$ cat config.mk
export PLATFORM = sky130hd
export DESIGN_NAME = exception_ctrl
export DESIGN_NICKNAME = d
export VERILOG_FILES = /design/src/rtl/exc_pkg.sv /design/src/rtl/exc_prio_sel.sv /design/src/rtl/exception_ctrl.sv
export SDC_FILE = /design/constraint.sdc
export NUM_CORES = 1
export LEC_CHECK = 0
export CAP_MARGIN = 5
export CELL_PAD_IN_SITES_DETAIL_PLACEMENT = 0
export CELL_PAD_IN_SITES_GLOBAL_PLACEMENT = 1
export CORE_MARGIN = 2
export CORE_UTILIZATION = 30
export DETAILED_ROUTE_END_ITERATION = 10
export PLACE_DENSITY = 0.95
export SLEW_MARGIN = 0
export SYNTH_ARGS = -nofsm -noshare
export SYNTH_HDL_FRONTEND = slang
export SYNTH_SLANG_ARGS = --single-unit
$ cat constraint.sdc
create_clock -name i_clk -period 5.5 [get_ports i_clk]
set_input_delay 0.55 -clock i_clk [delete_from_list [all_inputs] [get_ports i_clk]]
set_output_delay 0.55 -clock i_clk [all_outputs]
set_load 0.05 [all_outputs]
$ cat src/rtl/exc_pkg.sv
// Shared types and constants for the precise-exception controller.
// The request struct is sized by EXC_XLEN/EXC_CAUSE_W, which are also the top's default widths.
package exc_pkg;

    localparam int EXC_XLEN    = 32;
    localparam int EXC_CAUSE_W = 4;

    localparam logic [EXC_CAUSE_W-1:0] CAUSE_ILLEGAL          = 4'd2;
    localparam logic [EXC_CAUSE_W-1:0] CAUSE_MISALIGNED_LOAD  = 4'd4;
    localparam logic [EXC_CAUSE_W-1:0] CAUSE_MISALIGNED_STORE = 4'd6;

    typedef enum logic [2:0] {
        ST_IDLE     = 3'd0,
        ST_DRAIN    = 3'd1,
        ST_REDIRECT = 3'd2,
        ST_HANDLER  = 3'd3,
        ST_RETURN   = 3'd4,
        ST_FATAL    = 3'd5
    } exc_state_e;

    typedef struct packed {
        logic                   valid;
        logic [EXC_XLEN-1:0]    pc;
        logic [EXC_CAUSE_W-1:0] cause;
        logic [EXC_XLEN-1:0]    tval;
    } exc_req_t;

    function automatic int idx_width(input int n);
        return (n > 1) ? $clog2(n) : 1;
    endfunction

endpackage

$ cat src/rtl/exc_prio_sel.sv
// Oldest-stage picker: the highest-index valid request wins; the flush mask
// covers the winner and every younger (lower-index) stage.
module exc_prio_sel
    import exc_pkg::*;
#(
    parameter int NUM_SRC = 4,
    parameter int IDX_W   = idx_width(NUM_SRC)
) (
    input  logic [NUM_SRC-1:0] i_valid,
    output logic [IDX_W-1:0]   o_idx,
    output logic [NUM_SRC-1:0] o_onehot,
    output logic [NUM_SRC-1:0] o_mask
);

    logic w_any;

    assign w_any = |i_valid;

    always_comb begin
        o_idx    = '0;
        o_onehot = '0;
        o_mask   = '0;
        // Ascending scan: the last hit is the oldest stage.
        for (int i = 0; i < NUM_SRC; i++) begin
            if (i_valid[i]) begin
                o_idx       = IDX_W'(i);
                o_onehot    = '0;
                o_onehot[i] = 1'b1;
            end
        end
        for (int k = 0; k < NUM_SRC; k++) begin
            o_mask[k] = w_any && (k <= int'(o_idx));
        end
    end

endmodule

$ cat src/rtl/exception_ctrl.sv
// Precise-exception controller: flushes from the oldest faulting stage down,
// drains memory, vectors to the handler, and returns to EPC+4 on iret.
module exception_ctrl
    import exc_pkg::*;
#(
    parameter int              NUM_SRC    = 4,
    parameter int              XLEN       = EXC_XLEN,
    parameter int              CAUSE_W    = EXC_CAUSE_W,
    parameter logic [XLEN-1:0] HANDLER_PC = XLEN'('h0000_2000),
    parameter int              CNT_W      = 16
) (
    input  logic                             i_clk,
    input  logic                             i_rst_n,
    input  logic [NUM_SRC-1:0]               i_exc_valid,
    input  logic [NUM_SRC-1:0][XLEN-1:0]     i_exc_pc,
    input  logic [NUM_SRC-1:0][CAUSE_W-1:0]  i_exc_cause,
    input  logic [NUM_SRC-1:0][XLEN-1:0]     i_exc_tval,
    input  logic                             i_mem_busy,
    input  logic                             i_iret,
    output logic [NUM_SRC-1:0]               o_flush,
    output logic                             o_stall_fetch,
    output logic                             o_redirect_valid,
    output logic [XLEN-1:0]                  o_redirect_pc,
    output logic [XLEN-1:0]                  o_epc,
    output logic [XLEN-1:0]                  o_tval,
    output logic [CAUSE_W-1:0]               o_cause,
    output logic                             o_in_handler,
    output logic                             o_fatal,
    output logic [CNT_W-1:0]                 o_exc_count
);

    localparam int IDX_W = idx_width(NUM_SRC);

    exc_state_e        r_state;
    logic [XLEN-1:0]   r_epc;
    logic [XLEN-1:0]   r_tval;
    logic [CAUSE_W-1:0] r_cause;
    logic [CNT_W-1:0]  r_exc_count;
    logic              r_stall_fetch;
    logic              r_redirect_valid;
    logic [XLEN-1:0]   r_redirect_pc;
    logic              r_in_handler;
    logic              r_fatal;
    logic              r_flush_all;

    logic [IDX_W-1:0]   w_idx;
    logic [NUM_SRC-1:0] w_onehot;
    logic [NUM_SRC-1:0] w_mask;
    exc_req_t           w_req [NUM_SRC];
    exc_req_t           w_win;
    logic               w_take;

    exc_prio_sel #(
        .NUM_SRC (NUM_SRC),
        .IDX_W   (IDX_W)
    ) u_prio_sel (
        .i_valid  (i_exc_valid),
        .o_idx    (w_idx),
        .o_onehot (w_onehot),
        .o_mask   (w_mask)
    );

    always_comb begin
        for (int i = 0; i < NUM_SRC; i++) begin
            w_req[i].valid = i_exc_valid[i];
            w_req[i].pc    = EXC_XLEN'(i_exc_pc[i]);
            w_req[i].cause = EXC_CAUSE_W'(i_exc_cause[i]);
            w_req[i].tval  = EXC_XLEN'(i_exc_tval[i]);
        end
        w_win = w_req[w_idx];
    end

    assign w_take = (|w_onehot) && w_win.valid;

    // Only IDLE exposes the partial mask; every other flushing state kills all stages.
    assign o_flush = !i_rst_n              ? '0 :
                     (r_state == ST_IDLE)  ? w_mask :
                                             {NUM_SRC{r_flush_all}};

    always_ff @(posedge i_clk or negedge i_rst_n) begin
        if (!i_rst_n) begin
            r_state          <= ST_IDLE;
            r_epc            <= '0;
            r_tval           <= '0;
            r_cause          <= '0;
            r_exc_count      <= '0;
            r_stall_fetch    <= 1'b0;
            r_redirect_valid <= 1'b0;
            r_redirect_pc    <= '0;
            r_in_handler     <= 1'b0;
            r_fatal          <= 1'b0;
            r_flush_all      <= 1'b0;
        end else begin
            r_redirect_valid <= 1'b0;
            r_redirect_pc    <= '0;
            case (r_state)
                ST_IDLE: begin
                    if (w_take) begin
                        r_epc         <= XLEN'(w_win.pc);
                        r_cause       <= CAUSE_W'(w_win.cause);
                        r_tval        <= XLEN'(w_win.tval);
                        if (r_exc_count != {CNT_W{1'b1}}) begin
                            r_exc_count <= r_exc_count + CNT_W'(1);
                        end
                        r_stall_fetch <= 1'b1;
                        r_flush_all   <= 1'b1;
                        r_state       <= ST_DRAIN;
                    end
                end
                ST_DRAIN: begin
                    if (!i_mem_busy) begin
                        r_stall_fetch    <= 1'b0;
                        r_flush_all      <= 1'b0;
                        r_redirect_valid <= 1'b1;
                        r_redirect_pc    <= HANDLER_PC;
                        r_state          <= ST_REDIRECT;
                    end
                end
                ST_REDIRECT: begin
                    r_in_handler <= 1'b1;
                    r_state      <= ST_HANDLER;
                end
                ST_HANDLER: begin
                    // A fault inside the handler is a double fault, even alongside iret.
                    if (|i_exc_valid) begin
                        r_in_handler  <= 1'b0;
                        r_stall_fetch <= 1'b1;
                        r_flush_all   <= 1'b1;
                        r_fatal       <= 1'b1;
                        r_state       <= ST_FATAL;
                    end else if (i_iret) begin
                        r_redirect_valid <= 1'b1;
                        r_redirect_pc    <= r_epc + XLEN'(4);
                        r_flush_all      <= 1'b1;
                        r_state          <= ST_RETURN;
                    end
                end
                ST_RETURN: begin
                    r_in_handler <= 1'b0;
                    r_flush_all  <= 1'b0;
                    r_state      <= ST_IDLE;
                end
                ST_FATAL: begin
                    r_state <= ST_FATAL;
                end
                default: begin
                    r_state <= ST_IDLE;
                end
            endcase
        end
    end

    assign o_stall_fetch    = r_stall_fetch;
    assign o_redirect_valid = r_redirect_valid;
    assign o_redirect_pc    = r_redirect_pc;
    assign o_epc            = r_epc;
    assign o_tval           = r_tval;
    assign o_cause          = r_cause;
    assign o_in_handler     = r_in_handler;
    assign o_fatal          = r_fatal;
    assign o_exc_count      = r_exc_count;

endmodule

==> metrics.txt, run 1 <==
status completed; Remaining Overflow, GRT 0; Vias per Instance 4.85; VDD IR max 0.206 mV; Worst slew margin 34.3%; clock latency on the worst-skew pair 0.41 ns; starting density of the core 30.2%; setup violators final 0; Worst setup EP type output port; r2r setup slk 2.92 ns; Post-CTS Setup Bufs 0; syn_area_per_cell 8.92 um2; fin util 50.5%; routed length per instance 17.2 um; Top-Level Pins 404; Setup CP Type reg2out; endpoints failing hold 0; number of library cell types mapped by synthesis 40; Main synth FF type dfrtp_1; largest net degree at the start of global routing 97; antenna viol nets, final 0; slack of the critical path 2.13 ns; final wirelength 26200 um; Placed Area 0.0115 mm2; quantity of hold-fixing buffers added after cts 0; post-synthesis instance total 817; cell count after placement 1491; most frequent cells in the layout clkdlybuf4s50_1, nand2_1, o21ai_0; initial antenna violation count 0; crit path to o_flush[0]; overall die height 160 um; Final Non-Filler Cells 1523; R2R cell count 5; Synth Cell Area 0.00729 mm2; Clock Tree Buf Depth 2; post-place setup slack 2.29 ns; synth warn 0; Worst-Margin Slew 0.978 ns; Setup crit start r_state[1]; worst r2r dst o_tval[6]; layout cell share with drive strength beyond 1 4.09%; diode count 0; GRT Total Usage 20.4%; final HPWL from detailed placement 20900 um; Seq/Total Area, Yosys 42.6%; Max FO, Critical Path 14; DR iter-0 viols 376; CTS tree built; pwr dens 443 mW/mm2; CORE AREA 0.0241 mm2; flops & latches, synth 124; min Tclk post-route 3.37 ns; first-pass GRT wire length 40900 um; Pre-antenna DRT Iters 5; chip width 160 um; DRC viols 0; Post-Route Setup TNS 0 ns; CTS Buf Count 17; Synth async-reset ratio 100%; Critical Path Start Type flip-flop; Vias 7393; RSZ-0062 raised after global routing false; Fmax 0.297 GHz; CP required 4.95 ns; fillers 2304; number of synthesized flops with an enable pin 0; CTS root buf clkbuf_16; Mapped Nets 1099; htree depth 4; Final Wtd Congestion 0.862; LEAKAGE 0.00514 uW; Clock transition at path regs 0.06 ns; Slew Viols, Final 0; total die area 0.0255 mm2; CTS Sinks 124; port buffer count 403; Hold Crit Class in2async; Worst Path Arrival 2.82 ns; Setup Skew 0.00786 ns; vias in the first global route 7267; max-cap violations 0; Final Cycle Share 61.2%; most common cell after layout, fill and taps aside clkdlybuf4s50_1; post-CTS resize count 0; layout overhead on the synthesized area 67.0%; Design Area, Final 0.0122 mm2; Core Rows 57; r2r startpoint r_state[1]; Layout Nets 1468
[per-layer routing]
layer  GRT usage (%)  vias to the layer above  share of wire, %
met5               0                        -                 0
met2            34.3                      250                49
met4            7.21                        0               2.5
met3            3.74                       38               4.7
met1            26.4                     3458                44
li1                -                     3647                 -
[sequential cells by signal, indices dropped and copies added (netlist names)]
signal	flops
o_redirect_valid	1
r_flush_all	1
o_epc	32
o_cause	4
o_stall_fetch	1
o_exc_count	16
r_state	3
o_fatal	1
o_redirect_pc	32
o_tval	32
o_in_handler	1
[critical path, cell delays in order, from the launching register on]
cell and delay [ns]:
dfrtp_1 0.50, nor3_1 0.63, o21ai_0 0.27, a21oi_1 0.18, clkdlybuf4s50_1 0.82
[kinds of logic after synthesis]
logic type	count (synthesis)	synth area share (%)
AND/OR/NAND/NOR	261	16.7
AO/OA/AOI/OAI	196	14.3
multiplexers	140	19.3
flip-flops	124	42.6
buffers and inverters	71	4.10
XOR/XNOR	23	2.76
adder cells (fa/ha/maj)	2	0.343
[through the flow]
step / total power [uW] / hold WS [ns]
after global placement: 4150 / 0.462
after CTS: 5430 / 0.109
final: 5390 / 0.0906
after global routing: 5680 / 0.123
after detailed placement: 4200 / 0.469
after floorplan: 3100 / 0.254
[Yosys cell counts, drive strengths merged (2+ instances only)]
master  number  area (um2)
o31ai       14         105
and2         3        18.8
and4         4        35.0
nor4         7        56.3
clkbuf      36         136
xor2        13         114
mux2i      139        1390
nor2b        2        12.5
ha           2        25.0
and3         2        12.5
nor2        15        56.3
inv         12        45.0
nand4       11        68.8
dfrtp      124        3100
buf         23         118
or4         19         143
a21boi       2        15.0
or3          7        43.8
xnor2       10        87.6
nand2      160         601
nand3       16        85.1
a21oi       27         135
o21ai      148         741
nor3        11        55.1
[report_power, final]
group	internal [uW]	total, uW	switching (uW)
registers	1200	1560	361
logic	920	2610	1690
clock network	798	1210	412
[final cells by class]
class / instances / area, um2 / area share, %
Clock buffer: 20 / 467 / 3.84
Clock inverter: 12 / 183 / 1.50
Timing Repair Buffer: 409 / 4070 / 33.5
Tap cell: 324 / 405 / 3.33
Sequential cell: 124 / 3100 / 25.5
Multi-Input combinational cell: 622 / 3890 / 32.0
Inverter: 12 / 45.0 / 0.370
[how the worst min path moves through the flow]
| stage | end | slack (ns) | cells after the start | start |
|---|---|---|---|---|
| 2_1_floorplan | o_cause[0] | 0.25 | 0 | i_rst_n |
| 3_3_place_gp | o_tval[30] | 0.46 | 2 | o_tval[30] |
| 3_5_place_dp | o_tval[31] | 0.47 | 2 | o_tval[31] |
| 4_1_cts | o_exc_count[15] | 0.11 | 1 | i_rst_n |
| 5_1_grt | o_exc_count[15] | 0.12 | 1 | i_rst_n |
| 6_report | o_exc_count[15] | 0.09 | 1 | i_rst_n |
No activity file was read; power rests on OpenSTA's default activity.
==> run 2, diff against run 1 <==
--- a/config.mk
+++ b/config.mk
@@ -9,9 +9,9 @@
 export CELL_PAD_IN_SITES_DETAIL_PLACEMENT = 0
 export CELL_PAD_IN_SITES_GLOBAL_PLACEMENT = 1
 export CORE_MARGIN = 2
-export CORE_UTILIZATION = 30
+export CORE_UTILIZATION = 28
 export DETAILED_ROUTE_END_ITERATION = 10
-export PLACE_DENSITY = 0.95
+export PLACE_DENSITY = 0.93
 export SLEW_MARGIN = 0
 export SYNTH_ARGS = -nofsm -noshare
 export SYNTH_HDL_FRONTEND = slang
==> constraint.sdc (replaced) <==
create_clock -name i_clk -period 3.3 [get_ports i_clk]
set_input_delay 0.33 -clock i_clk [delete_from_list [all_inputs] [get_ports i_clk]]
set_output_delay 0.33 -clock i_clk [all_outputs]
set_load 0.05 [all_outputs]
==> metrics.txt, run 2 (synthesis results as in run 1) <==
antenna viol nets, final 0; GRT Total Usage 19.1%; endpoints failing hold 0; Worst-Margin Slew 0.850 ns; slack of the critical path 0.507 ns; CORE AREA 0.0258 mm2; fin util 47.3%; min Tclk post-route 2.79 ns; first-pass GRT wire length 39200 um; VDD IR max 0.457 mV; total die area 0.0273 mm2; post-place setup slack 0.761 ns; Fmax 0.358 GHz; Remaining Overflow, GRT 0; final wirelength 26900 um; Critical Path Start Type flip-flop; Worst Path Arrival 2.46 ns; chip width 165 um; status completed; Final Cycle Share 84.6%; DR iter-0 viols 561; Vias 7373; clock latency on the worst-skew pair 0.42 ns; Slew Viols, Final 0; layout cell share with drive strength beyond 1 4.64%; CP required 2.97 ns; Post-CTS Setup Bufs 0; RSZ-0062 raised after global routing false; fillers 2526; most frequent cells in the layout clkdlybuf4s50_1, nand2_1, o21ai_0; Max FO, Critical Path 14; max-cap violations 0; CTS tree built; most common cell after layout, fill and taps aside clkdlybuf4s50_1; Clock transition at path regs 0.06 ns; post-CTS resize count 0; htree depth 4; overall die height 165 um; Setup CP Type reg2out; Core Rows 59; Top-Level Pins 404; starting density of the core 28.2%; Worst slew margin 42.8%; Vias per Instance 4.78; Hold Crit Class in2async; initial antenna violation count 0; CTS root buf clkbuf_16; layout overhead on the synthesized area 67.9%; final HPWL from detailed placement 21300 um; Worst setup EP type output port; Final Wtd Congestion 0.813; Clock Tree Buf Depth 2; routed length per instance 17.4 um; CTS Sinks 124; vias in the first global route 6855; LEAKAGE 0.00518 uW; Pre-antenna DRT Iters 5; pwr dens 728 mW/mm2; Post-Route Setup TNS 0 ns; CTS Buf Count 17; port buffer count 403; Setup Skew 0.0130 ns; DRC viols 0; Layout Nets 1476; largest net degree at the start of global routing 70; setup violators final 0
[run 2: stage by stage]
step           cell area, um2  hold WS, ns  total power [uW]  std cells
2_1_floorplan            7290       0.0344              5170        817
3_3_place_gp            11600        0.191              6940       1509
3_5_place_dp            11600        0.190              7010       1509
4_1_cts                 12200        0.318              9000       1542
5_1_grt                 12200        0.331              9410       1542
6_report                12200        0.329              8900       1543
[run 2: final timing paths]
path	startpoint	endpoint	slack, ns	depth (start not counted)
max	r_state[1]	o_flush[0]	0.51	5
max in group asynchronous	i_rst_n	o_epc[22]	1.29	4
min reg2reg	o_cause[2]	o_cause[2]	0.48	2
max reg2reg	o_epc[2]	o_redirect_pc[26]	0.81	5
min in group i_clk	i_exc_valid[3]	o_cause[0]	0.46	3
min	i_rst_n	o_epc[15]	0.33	2
[run 2: layer usage]
layer | vias up | wire, um | GRT usage, %
li1 | 3657 | - | -
met1 | 3424 | 11700 | 25.0
met2 | 254 | 13300 | 31.3
met3 | 38 | 1270 | 4.12
met4 | 0 | 660 | 6.35
met5 | - | 0 | 0
[run 2: repair_timing]
item / 4_1_cts / 5_1_grt
endpoints found under the hold margin: 19 / 0
setup endpoints to repair: 0 / 0
hold buffers: 1 / 0
[run 2: area by class of cell]
type / count / area [um2] / share of cell area, %
multi-input cells: 622 / 3890 / 31.8
diodes: 1 / 2.50 / 0.0205
inverters: 12 / 45.0 / 0.368
flip-flops and latches: 124 / 3100 / 25.4
well taps: 335 / 419 / 3.43
repair buffers: 417 / 4160 / 34.0
clock inverters: 14 / 171 / 1.40
clock buffers: 18 / 439 / 3.59
[run 2: power by group]
group	switching (uW)	internal, uW	leakage [uW]
combinational	2810	1570	0.00330
clock	776	1160	0.000299
sequential	585	2000	0.00158
[run 2: worst max-delay path, cell delays in order (launching register included)]
cell and delay, ns:
dfrtp_1 0.51, nor3_1 0.23, buf_4 0.17, o21ai_0 0.13, a21oi_1 0.19, clkdlybuf4s50_1 0.83
==> run 3, diff against run 2 <==
==> constraint.sdc (replaced) <==
create_clock -name i_clk -period 2.87 [get_ports i_clk]
set_input_delay 0.287 -clock i_clk [delete_from_list [all_inputs] [get_ports i_clk]]
set_output_delay 0.287 -clock i_clk [all_outputs]
set_load 0.05 [all_outputs]
==> metrics.txt, run 3 (synthesis results as in run 1) <==
Final Wtd Congestion 0.850; Layout Nets 1476; Post-CTS Setup Bufs 0; CP top delay family buffers and inverters; Clock transition at path regs 0.07 ns; pwr dens 825 mW/mm2; chip width 165 um; layout overhead on the synthesized area 67.8%; layout cell share with drive strength beyond 1 4.97%; DR iter-0 viols 500; Clock Tree Buf Depth 2; CTS tree built; clock latency on the worst-skew pair 0.43 ns; Max FO, Critical Path 12; total die area 0.0273 mm2; CP Cell Sequence nor3_1, buf_4, nand2_1, a21boi_0, clkdlybuf4s50_1; setup violators final 0; final wirelength 26400 um; CTS Buf Count 17; Top-Level Pins 404; WHS 0.0154 ns; Vias 7371; vias in the first global route 6890; starting density of the core 28.2%; DRC viols 0; antenna viol nets, final 0; status completed; largest net degree at the start of global routing 137; Worst-Margin Slew 0.871 ns; Pre-antenna DRT Iters 5; Slowest cell on crit path clkdlybuf4s50_1; initial antenna violation count 3; most common cell after layout, fill and taps aside clkdlybuf4s50_1; CORE AREA 0.0258 mm2; max-cap violations 0; slack of the critical path 0.169 ns; VDD IR max 0.622 mV; Core Rows 59; Critical Path Start Type flip-flop; fillers 2484; post-place setup slack 0.519 ns; GRT Total Usage 18.8%; Vias per Instance 4.78; htree depth 4; first-pass GRT wire length 38600 um; Setup Skew 0.0140 ns; Worst Path Arrival 2.41 ns; min Tclk post-route 2.70 ns; endpoints failing hold 0; quantity of hold-fixing buffers added after cts 0; LEAKAGE 0.00517 uW; overall die height 165 um; CP bufs+invs 2; Remaining Overflow, GRT 0; Worst setup EP type output port; CTS root buf clkbuf_16; final HPWL from detailed placement 21000 um; routed length per instance 17.1 um; Worst path max stage delay 0.86 ns; port buffer count 403; Fmax 0.370 GHz; Post-Route Setup TNS 0 ns; CP required 2.58 ns; CTS Sinks 124; Design Area, Final 0.0122 mm2; post-CTS resize count 0; Final Cycle Share 94.1%; most frequent cells in the layout clkdlybuf4s50_1, nand2_1, o21ai_0; Placed Area 0.0116 mm2; Slew Viols, Final 0; Worst slew margin 41.9%; Setup CP Type reg2out; RSZ-0062 raised after global routing false; Hold Crit Class in2async
-- run 3: cell types whose count changed in the layout (fill, tap and decap cells not counted), sizes merged, moves of 2 or more --
cell / change
bufinv: -2
clkinvlp: +3
clkdlybuf4s50: -3
inv: -2
clkinv: +2
buf: +4
-- run 3: power breakdown --
group / switching, uW / total, uW / internal (uW) / leakage [uW]
clock network: 941 / 2090 / 1150 / 0.000270
registers: 648 / 2950 / 2300 / 0.00158
logic: 3220 / 5040 / 1820 / 0.00332
-- run 3: worst paths after layout --
path / start / endpoint / slack [ns] / cells past startpoint
hold reg to reg: o_tval[27] / o_tval[27] / 0.48 / 2
min in group i_clk: i_exc_valid[3] / o_epc[31] / 0.32 / 3
hold / removal: i_rst_n / o_epc[29] / 0.02 / 2
max in group asynchronous: i_rst_n / o_epc[19] / 2.21 / 2
setup / recovery: r_state[0] / o_flush[3] / 0.17 / 5
setup reg to reg: o_epc[2] / o_redirect_pc[30] / 0.46 / 5
-- run 3: area by class of cell --
| type | count | area, um2 | area share, % |
|---|---|---|---|
| diodes | 1 | 2.50 | 0.0205 |
| flip-flops and latches | 124 | 3100 | 25.4 |
| clock buffers | 17 | 425 | 3.48 |
| well taps | 335 | 419 | 3.43 |
| multi-input cells | 622 | 3890 | 31.8 |
| inverters | 12 | 45.0 | 0.368 |
| clock inverters | 15 | 151 | 1.24 |
| repair buffers | 417 | 4190 | 34.3 |
-- run 3: stage by stage --
stage	instances	utilization, %	total power, uW
after CTS	1542	47.3	10200
after global routing	1543	47.3	10700
after global placement	1510	45.1	7970
after floorplan	817	-	5950
final	1543	47.3	10100
after detailed placement	1510	45.1	8060
-- run 3: layer usage --
layer  up-vias  GRT usage (%)  routed length, um
li1       3654              -                  -
met1      3403           23.8              11000
met2       273           31.4              13200
met3        39           4.57               1480
met4         2           6.70                705
met5         -              0                 13
